[src/rtl/fp_add_sequencer_if.sv]
// Operand/result handshake bundle for fp_add_sequencer.
//   in_valid/in_ready   : operand-pair handshake (source -> sequencer)
//   in_exp_A/B          : unsigned operand exponents
//   in_mantissa_A/B     : two's-complement operand mantissas (MSB = sign)
//   out_valid/out_ready : result handshake (sequencer -> consumer)
//   out_exp/out_mantissa: result exponent / mantissa
//   out_ovf             : exponent overflow, result saturated
//   busy                : a transaction is in flight
// modport master: operand source + result consumer side.
// modport slave : the sequencer itself.
interface fp_add_sequencer_if #(
    parameter int MANTISSA = 11,
    parameter int EXPONENT = 5
);
    logic                in_valid;
    logic                in_ready;
    logic [EXPONENT-1:0] in_exp_A;
    logic [MANTISSA-1:0] in_mantissa_A;
    logic [EXPONENT-1:0] in_exp_B;
    logic [MANTISSA-1:0] in_mantissa_B;
    logic                out_valid;
    logic                out_ready;
    logic [EXPONENT-1:0] out_exp;
    logic [MANTISSA-1:0] out_mantissa;
    logic                out_ovf;
    logic                busy;

    modport master (
        output in_valid, in_exp_A, in_mantissa_A, in_exp_B, in_mantissa_B, out_ready,
        input  in_ready, out_valid, out_exp, out_mantissa, out_ovf, busy
    );

    modport slave (
        input  in_valid, in_exp_A, in_mantissa_A, in_exp_B, in_mantissa_B, out_ready,
        output in_ready, out_valid, out_exp, out_mantissa, out_ovf, busy
    );
endinterface

[src/rtl/fp_add_sequencer.sv]
// Multi-cycle floating-point adder controller: value = mantissa * 2^exp, with a
// two's-complement mantissa and an unsigned exponent. One operand pair per
// transaction: align the smaller-exponent operand, add, normalize, present.
// Ports:
//   clk  : clock, all state on rising edge
//   rst  : synchronous active-high reset (aborts any transaction in flight)
//   bus  : fp_add_sequencer_if.slave (operand/result handshakes, busy, out_ovf)
module fp_add_sequencer #(
    parameter int MANTISSA = 11,
    parameter int EXPONENT = 5
) (
    input  logic                 clk,
    input  logic                 rst,
    fp_add_sequencer_if.slave    bus
);
    typedef enum logic [2:0] {IDLE, ALIGN, ADD, NORM, DONE} state_t;

    localparam logic [31:0] MAX_SHIFT = MANTISSA - 1;

    state_t              state, state_d;
    logic [MANTISSA-1:0] man_a, man_a_d, man_b, man_b_d;
    logic [EXPONENT-1:0] exp_a, exp_a_d, exp_b, exp_b_d;
    logic [MANTISSA-1:0] mant, mant_d;
    logic [EXPONENT-1:0] exp_r, exp_d;
    logic                ovf, ovf_d;
    logic [EXPONENT-1:0] diff;
    logic [31:0]         shamt;
    logic [MANTISSA:0]   sum;

    always_ff @(posedge clk) begin
        if (rst) begin
            state <= IDLE;
            man_a <= '0;
            man_b <= '0;
            exp_a <= '0;
            exp_b <= '0;
            mant  <= '0;
            exp_r <= '0;
            ovf   <= 1'b0;
        end else begin
            state <= state_d;
            man_a <= man_a_d;
            man_b <= man_b_d;
            exp_a <= exp_a_d;
            exp_b <= exp_b_d;
            mant  <= mant_d;
            exp_r <= exp_d;
            ovf   <= ovf_d;
        end
    end

    always_comb begin
        state_d = state;
        man_a_d = man_a;
        man_b_d = man_b;
        exp_a_d = exp_a;
        exp_b_d = exp_b;
        mant_d  = mant;
        exp_d   = exp_r;
        ovf_d   = ovf;
        diff    = (exp_a >= exp_b) ? (exp_a - exp_b) : (exp_b - exp_a);
        shamt   = 32'(diff);
        // Shifting by more than MANTISSA-1 only replicates the sign, so clamp.
        if (shamt > MAX_SHIFT) begin
            shamt = MAX_SHIFT;
        end
        sum = {man_a[MANTISSA-1], man_a} + {man_b[MANTISSA-1], man_b};

        case (state)
            IDLE: begin
                if (bus.in_valid) begin
                    man_a_d = bus.in_mantissa_A;
                    man_b_d = bus.in_mantissa_B;
                    exp_a_d = bus.in_exp_A;
                    exp_b_d = bus.in_exp_B;
                    ovf_d   = 1'b0;
                    state_d = ALIGN;
                end
            end
            ALIGN: begin
                // Aligned operand overwrites its own register.
                if (exp_a >= exp_b) begin
                    man_b_d = $signed(man_b) >>> shamt;
                    exp_d   = exp_a;
                end else begin
                    man_a_d = $signed(man_a) >>> shamt;
                    exp_d   = exp_b;
                end
                state_d = ADD;
            end
            ADD: begin
                if (sum[MANTISSA] != sum[MANTISSA-1]) begin
                    if (&exp_r) begin
                        mant_d = sum[MANTISSA] ? {1'b1, {(MANTISSA-1){1'b0}}}
                                               : {1'b0, {(MANTISSA-1){1'b1}}};
                        ovf_d  = 1'b1;
                    end else begin
                        mant_d = sum[MANTISSA:1];
                        exp_d  = exp_r + 1'b1;
                    end
                end else begin
                    mant_d = sum[MANTISSA-1:0];
                end
                state_d = NORM;
            end
            NORM: begin
                if (mant == '0) begin
                    exp_d   = '0;
                    state_d = DONE;
                end else if ((mant[MANTISSA-1] == mant[MANTISSA-2]) && (exp_r != '0)) begin
                    mant_d = {mant[MANTISSA-2:0], 1'b0};
                    exp_d  = exp_r - 1'b1;
                end else begin
                    state_d = DONE;
                end
            end
            DONE: begin
                if (bus.out_ready) begin
                    state_d = IDLE;
                end
            end
            default: state_d = IDLE;
        endcase
    end

    assign bus.in_ready     = (state == IDLE);
    assign bus.busy         = (state != IDLE);
    assign bus.out_valid    = (state == DONE);
    assign bus.out_exp      = exp_r;
    assign bus.out_mantissa = mant;
    assign bus.out_ovf      = ovf;
endmodule

[src/flat_wrapper.sv]
// flat-port wrapper written by rule: the top's interface ports become plain ports
module fp_add_sequencer_flat 
#(
    parameter int MANTISSA = 11,
    parameter int EXPONENT = 5
)
  (clk, rst, bus_in_valid, bus_in_exp_A, bus_in_mantissa_A, bus_in_exp_B, bus_in_mantissa_B, bus_out_ready, bus_in_ready, bus_out_valid, bus_out_exp, bus_out_mantissa, bus_out_ovf, bus_busy);
  fp_add_sequencer_if #(.MANTISSA(MANTISSA), .EXPONENT(EXPONENT)) bus_i ();
  input  logic clk;
  input  logic rst;
  input wire logic [$bits(bus_i.in_valid)-1:0] bus_in_valid;
  input wire logic [$bits(bus_i.in_exp_A)-1:0] bus_in_exp_A;
  input wire logic [$bits(bus_i.in_mantissa_A)-1:0] bus_in_mantissa_A;
  input wire logic [$bits(bus_i.in_exp_B)-1:0] bus_in_exp_B;
  input wire logic [$bits(bus_i.in_mantissa_B)-1:0] bus_in_mantissa_B;
  input wire logic [$bits(bus_i.out_ready)-1:0] bus_out_ready;
  output wire logic [$bits(bus_i.in_ready)-1:0] bus_in_ready;
  output wire logic [$bits(bus_i.out_valid)-1:0] bus_out_valid;
  output wire logic [$bits(bus_i.out_exp)-1:0] bus_out_exp;
  output wire logic [$bits(bus_i.out_mantissa)-1:0] bus_out_mantissa;
  output wire logic [$bits(bus_i.out_ovf)-1:0] bus_out_ovf;
  output wire logic [$bits(bus_i.busy)-1:0] bus_busy;
  assign bus_i.in_valid = bus_in_valid;
  assign bus_i.in_exp_A = bus_in_exp_A;
  assign bus_i.in_mantissa_A = bus_in_mantissa_A;
  assign bus_i.in_exp_B = bus_in_exp_B;
  assign bus_i.in_mantissa_B = bus_in_mantissa_B;
  assign bus_i.out_ready = bus_out_ready;
  assign bus_in_ready = bus_i.in_ready;
  assign bus_out_valid = bus_i.out_valid;
  assign bus_out_exp = bus_i.out_exp;
  assign bus_out_mantissa = bus_i.out_mantissa;
  assign bus_out_ovf = bus_i.out_ovf;
  assign bus_busy = bus_i.busy;
  fp_add_sequencer #(.MANTISSA(MANTISSA), .EXPONENT(EXPONENT)) u_core (.clk(clk), .rst(rst), .bus(bus_i));
endmodule
[config.mk]
export PLATFORM = sky130hd
export DESIGN_NAME = fp_add_sequencer_flat
export DESIGN_NICKNAME = d
export VERILOG_FILES = /design/src/rtl/fp_add_sequencer_if.sv /design/src/rtl/fp_add_sequencer.sv /design/src/flat_wrapper.sv
export SDC_FILE = /design/constraint.sdc
export NUM_CORES = 1
export LEC_CHECK = 0
export ABC_AREA = 1
export BUFFER_PORTS_ARGS = -buffer_cell sky130_fd_sc_hd__buf_2
export CAP_MARGIN = 20
export CORE_MARGIN = 4
export CORE_UTILIZATION = 40
export CTS_BUF_LIST = sky130_fd_sc_hd__clkbuf_4
export CTS_CLUSTER_SIZE = 24
export DETAILED_ROUTE_END_ITERATION = 8
export SLEW_MARGIN = 30
export SYNTH_ARGS = -nofsm -noshare
export SYNTH_HDL_FRONTEND = slang
export SYNTH_SLANG_ARGS = --single-unit
[constraint.sdc]
create_clock -name clk -period 2.7 [get_ports clk]
set_input_delay 0.54 -clock clk [delete_from_list [all_inputs] [get_ports clk]]
set_output_delay 0.54 -clock clk [all_outputs]
set_load 0.02 [all_outputs]
==> summary.md <==
| Metric | Value |
|---|---|
| Status | `complete, no violations` |
| Hold slack | `367 ps` |
| Power density over cell area | `1070 nW/um2` |
| Setup slack after layout | `135 ps` |
| Fraction of synthesis flops using an asynchronous set or reset pin | `0%` |
| Max-capacitance violation count | `0` |
| Sum of routed wire length over all layers | `14.4 mm` |
| Clock tree sinks | `52` |
| Die Y-Extent | `114 um` |
| Final routed DRC violation total | `0` |
| Layout cell share with drive strength beyond 1 | `roughly 24%` |
| Post-synthesis instance area | `4510 um2` |
| Number of rows created at floorplan | `38` |
| Flop and latch count out of synthesis | `52` |
| Critical path peak fanout | `6` |
| XOR/XNOR share of the synthesized area | `2.33%` |
| Via Count | `5140` |
| Number of instances in the synthesized netlist | `~720` |
| Clock-pin slew on the worst setup and hold paths | `160 ps` |
| Total negative slack | `0 ps` |
| Wire length per cell after detailed routing | `15.0 um` |
| Maximum number of pins on one net before global-route repair | `26` |
| Core outline area | `roughly 11000 um2` |
| Worst clock skew on the final layout | `10.9 ps` |
| Detail-routed via count per cell | `5.35` |
| Chip Width | `114 um` |
| Setup-failing EPs final | `0` |
| Vias in the first global route | `around 4.7k` |
| DRT antenna net count | `0` |
| Post-Synth Adder-Cell Area | `8.54%` |
| GRT overflow | `0` |
| Initial cell density of the core | `41.2%` |
| Required time of the critical path | `between 3000 and 4000 ps` |
| Worst vdd rail ir drop | `~0.45 mV` |
| Relative max-transition margin | `69.8%` |
| Iteration count of the initial detailed-routing pass | `5` |
| Post-synthesis area per instance | `6.26 um2` |
| Arr. time, crit path | `2890 ps` |
| Combinational family with the most area after synthesis | `simple AND/OR/NAND/NOR gates` |
| Synth Area in Compound Gates | `19.4%` |
| Max frequency | `between 300 and 400 MHz` |
| Number of top-level pins | `56` |
| Clock insertion delay at the later pin of the skew report | `400 ps` |
| Worst hold path class | `in2reg` |
| Critical path capture point type | `flip-flop` |
| Number of cells on the worst reg-to-reg path | `18` |
| Yosys top cell area share | `23.1%` |
| Initial drt markers | `266` |
| Syn Nets | `786` |
| Total GRT Usage | `21.5%` |
| Number of antenna repair diodes | `0` |
| Final weighted congestion in routability-driven placement | `between 0.9 and 1` |
| Most common flop cell mapped by yosys | `dfxtp_1` |
| Clock Root Buffer | `clkbuf_4` |
| Area growth, synth to finish | `23.0%` |
| Leakage power of the design | `2.67 nW` |
| Number of max-slew violations in the final report | `0` |
| Cell type with the highest aggregate area in the netlist | `dfxtp_1` |
| Transition time of the tightest slew-check pin | `452 ps` |
| Clock H-tree levels | `2` |
| Count of input and output buffers | `55` |
| Synth Warn # | `0` |
| Share of the yosys chip area belonging to registers | `a little under a quarter` |
| Initial antenna violation count | `1` |
| Netlist cell types | `46` |
| Number of hold violations in the final report | `0` |
| Maximum clock insertion buffer count | `2` |
| Crit Path Category | `reg2reg` |
| First-pass GRT wire length | `22.6 mm` |
| Leading cell types by total area after synthesis | `dfxtp_1 23%, nand2_1 17%, nand3_1 8.5%` |
| FILL cells | `1157` |
| Post-Place Setup Slack | `-46.9 ps` |
| Number of flops mapped to enable cells by yosys | `0` |
| Ratio of final minimum period to clock period | `a little over nine tenths` |
| Worst Hold Depth | `3` |
| TritonCTS Buffers | `5` |
| Startpoint types | `flip-flop` |
| Share of cell area taken by muxes after synthesis | `0%` |
| Die area | `approximately 13000 um2` |
| RSZ-0062 raised after global routing | `yes` |
| Post-layout min period | `2570 ps` |
| Overall Power | `slightly below 6 mW` |
| HPWL after DPL | `11.4 mm` |
| Clock tree from TritonCTS | `yes` |
| Number of nets in the finished design | `just under 900` |
| Simple-gate share of the synthesized area | `a little under two fifths` |
-- power breakdown --
group	internal [mW]	total, mW	switching (mW)
logic	1.74	4.48	2.73
clock network	0.110	0.376	0.266
registers	0.917	1.07	0.153
total	2.77	5.92	3.15
-- layout by cell type (no fill, tap or decap), types with 4 or more instances in the layout --
cell type,instances
buf_6,8
o21ai_1,6
inv_2,6
o21bai_1,4
nor2_2,9
o21ai_0,44
inv_1,73
a31oi_1,6
o211ai_1,9
nand3_1,73
ha_1,20
xnor2_1,4
dfxtp_2,7
nor2_1,32
nand3_2,7
nand2_1,190
ha_4,4
xor2_1,8
dfxtp_1,45
nand2_2,21
buf_4,50
nor3_1,6
buf_2,57
clkbuf_4,6
nand4_1,9
o21a_1,5
a21oi_1,71
-- cells by family (layout without fill, tap and decap cells) --
family,count (synthesis),in the layout
simple gates,365,365
compound gates,158,158
buf+inv,105,205
flops,52,52
fa+ha+maj,29,29
xor+xnor,12,12
-- flip-flops by register name (all words and copies together) (netlist names) --
signal and cells:
u_core.bus.out_exp 5, u_core.bus.out_mantissa 11, u_core.bus.out_ovf 1, u_core.exp_a 5, u_core.exp_b 5, u_core.man_a 11, u_core.man_b 11, u_core.state 3
-- per-layer routing --
| layer | part of all wire [%] | GRT usage [%] | wire length [um] | up-vias |
|---|---|---|---|---|
| met3 | 6.0 | 3.59 | 863 | 30 |
| li1 | - | - | - | 2595 |
| met4 | 3.0 | 7.76 | 427 | 2 |
| met5 | 0.090 | 0 | 13 | - |
| met2 | 46 | 34.9 | 6610 | 164 |
| met1 | 45 | 28.7 | 6470 | 2349 |
-- worst paths after layout --
check,startpoint,endpoint,slack [ps]
setup / recovery,u_core.exp_b[0],u_core.man_a[3],130
hold / removal,bus_in_exp_A[4],u_core.exp_a[4],370
setup reg to reg,u_core.exp_b[0],u_core.man_a[3],130
hold reg to reg,u_core.exp_b[4],u_core.exp_b[4],500
-- per-stage QoR --
stage | cell area (um2) | std cells | util (%)
detailed placement | 5200 | 941 | 47.6
CTS | 5270 | 950 | 48.2
finish | 5550 | 961 | 50.7
floorplan | 4510 | 721 | -
global placement | 5200 | 941 | 47.6
global route | 5550 | 961 | 50.7
-- synthesized netlist by cell type, types with 4 or more instances --
| master | count |
|---|---|
| a21oi_1 | 74 |
| a31oi_1 | 6 |
| clkbuf_1 | 15 |
| dfxtp_1 | 52 |
| ha_1 | 26 |
| inv_1 | 77 |
| nand2_1 | 199 |
| nand2_2 | 12 |
| nand3_1 | 77 |
| nand4_1 | 9 |
| nor2_1 | 36 |
| nor2_2 | 5 |
| nor3_1 | 7 |
| o211ai_1 | 9 |
| o21a_1 | 5 |
| o21ai_0 | 49 |
| o21bai_1 | 4 |
| xnor2_1 | 4 |
| xor2_1 | 8 |
-- critical path, stage by stage, from the launching register on --
cell      delay (ps)
dfxtp_2          380
inv_2             60
ha_4             160
fa_2             340
nand3b_1         180
nand3_1           90
nand2_1           60
nand2_2           90
nand4_4          160
buf_4            180
nor2_4           180
nor2_4            70
buf_4            140
nand3_1           60
nand2_1           60
nand2_1           50
nand2_1           50
o21bai_1         130
inv_1             50
-- timing repair --
| action | 4_1_cts | 5_1_grt |
|---|---|---|
| cloned | 0 | 2 |
| pin swaps | 2 | 17 |
| hold buffers | 0 | 0 |
| gates resized for setup | 3 | 58 |
| endpoints found under the setup margin | 13 | 34 |
| buffers inserted | 1 | 9 |
-- final cells by class --
cell class / instances / area [um2] / area share [%]
clock buffers: 6 / 45.0 / 0.812
inverters: 82 / 313 / 5.64
well taps: 140 / 175 / 3.16
clock inverters: 2 / 11.3 / 0.203
flip-flops and latches: 52 / 1050 / 18.9
repair buffers: 115 / 751 / 13.5
multi-input cells: 564 / 3200 / 57.7
Power figures use the tool's default switching activity.
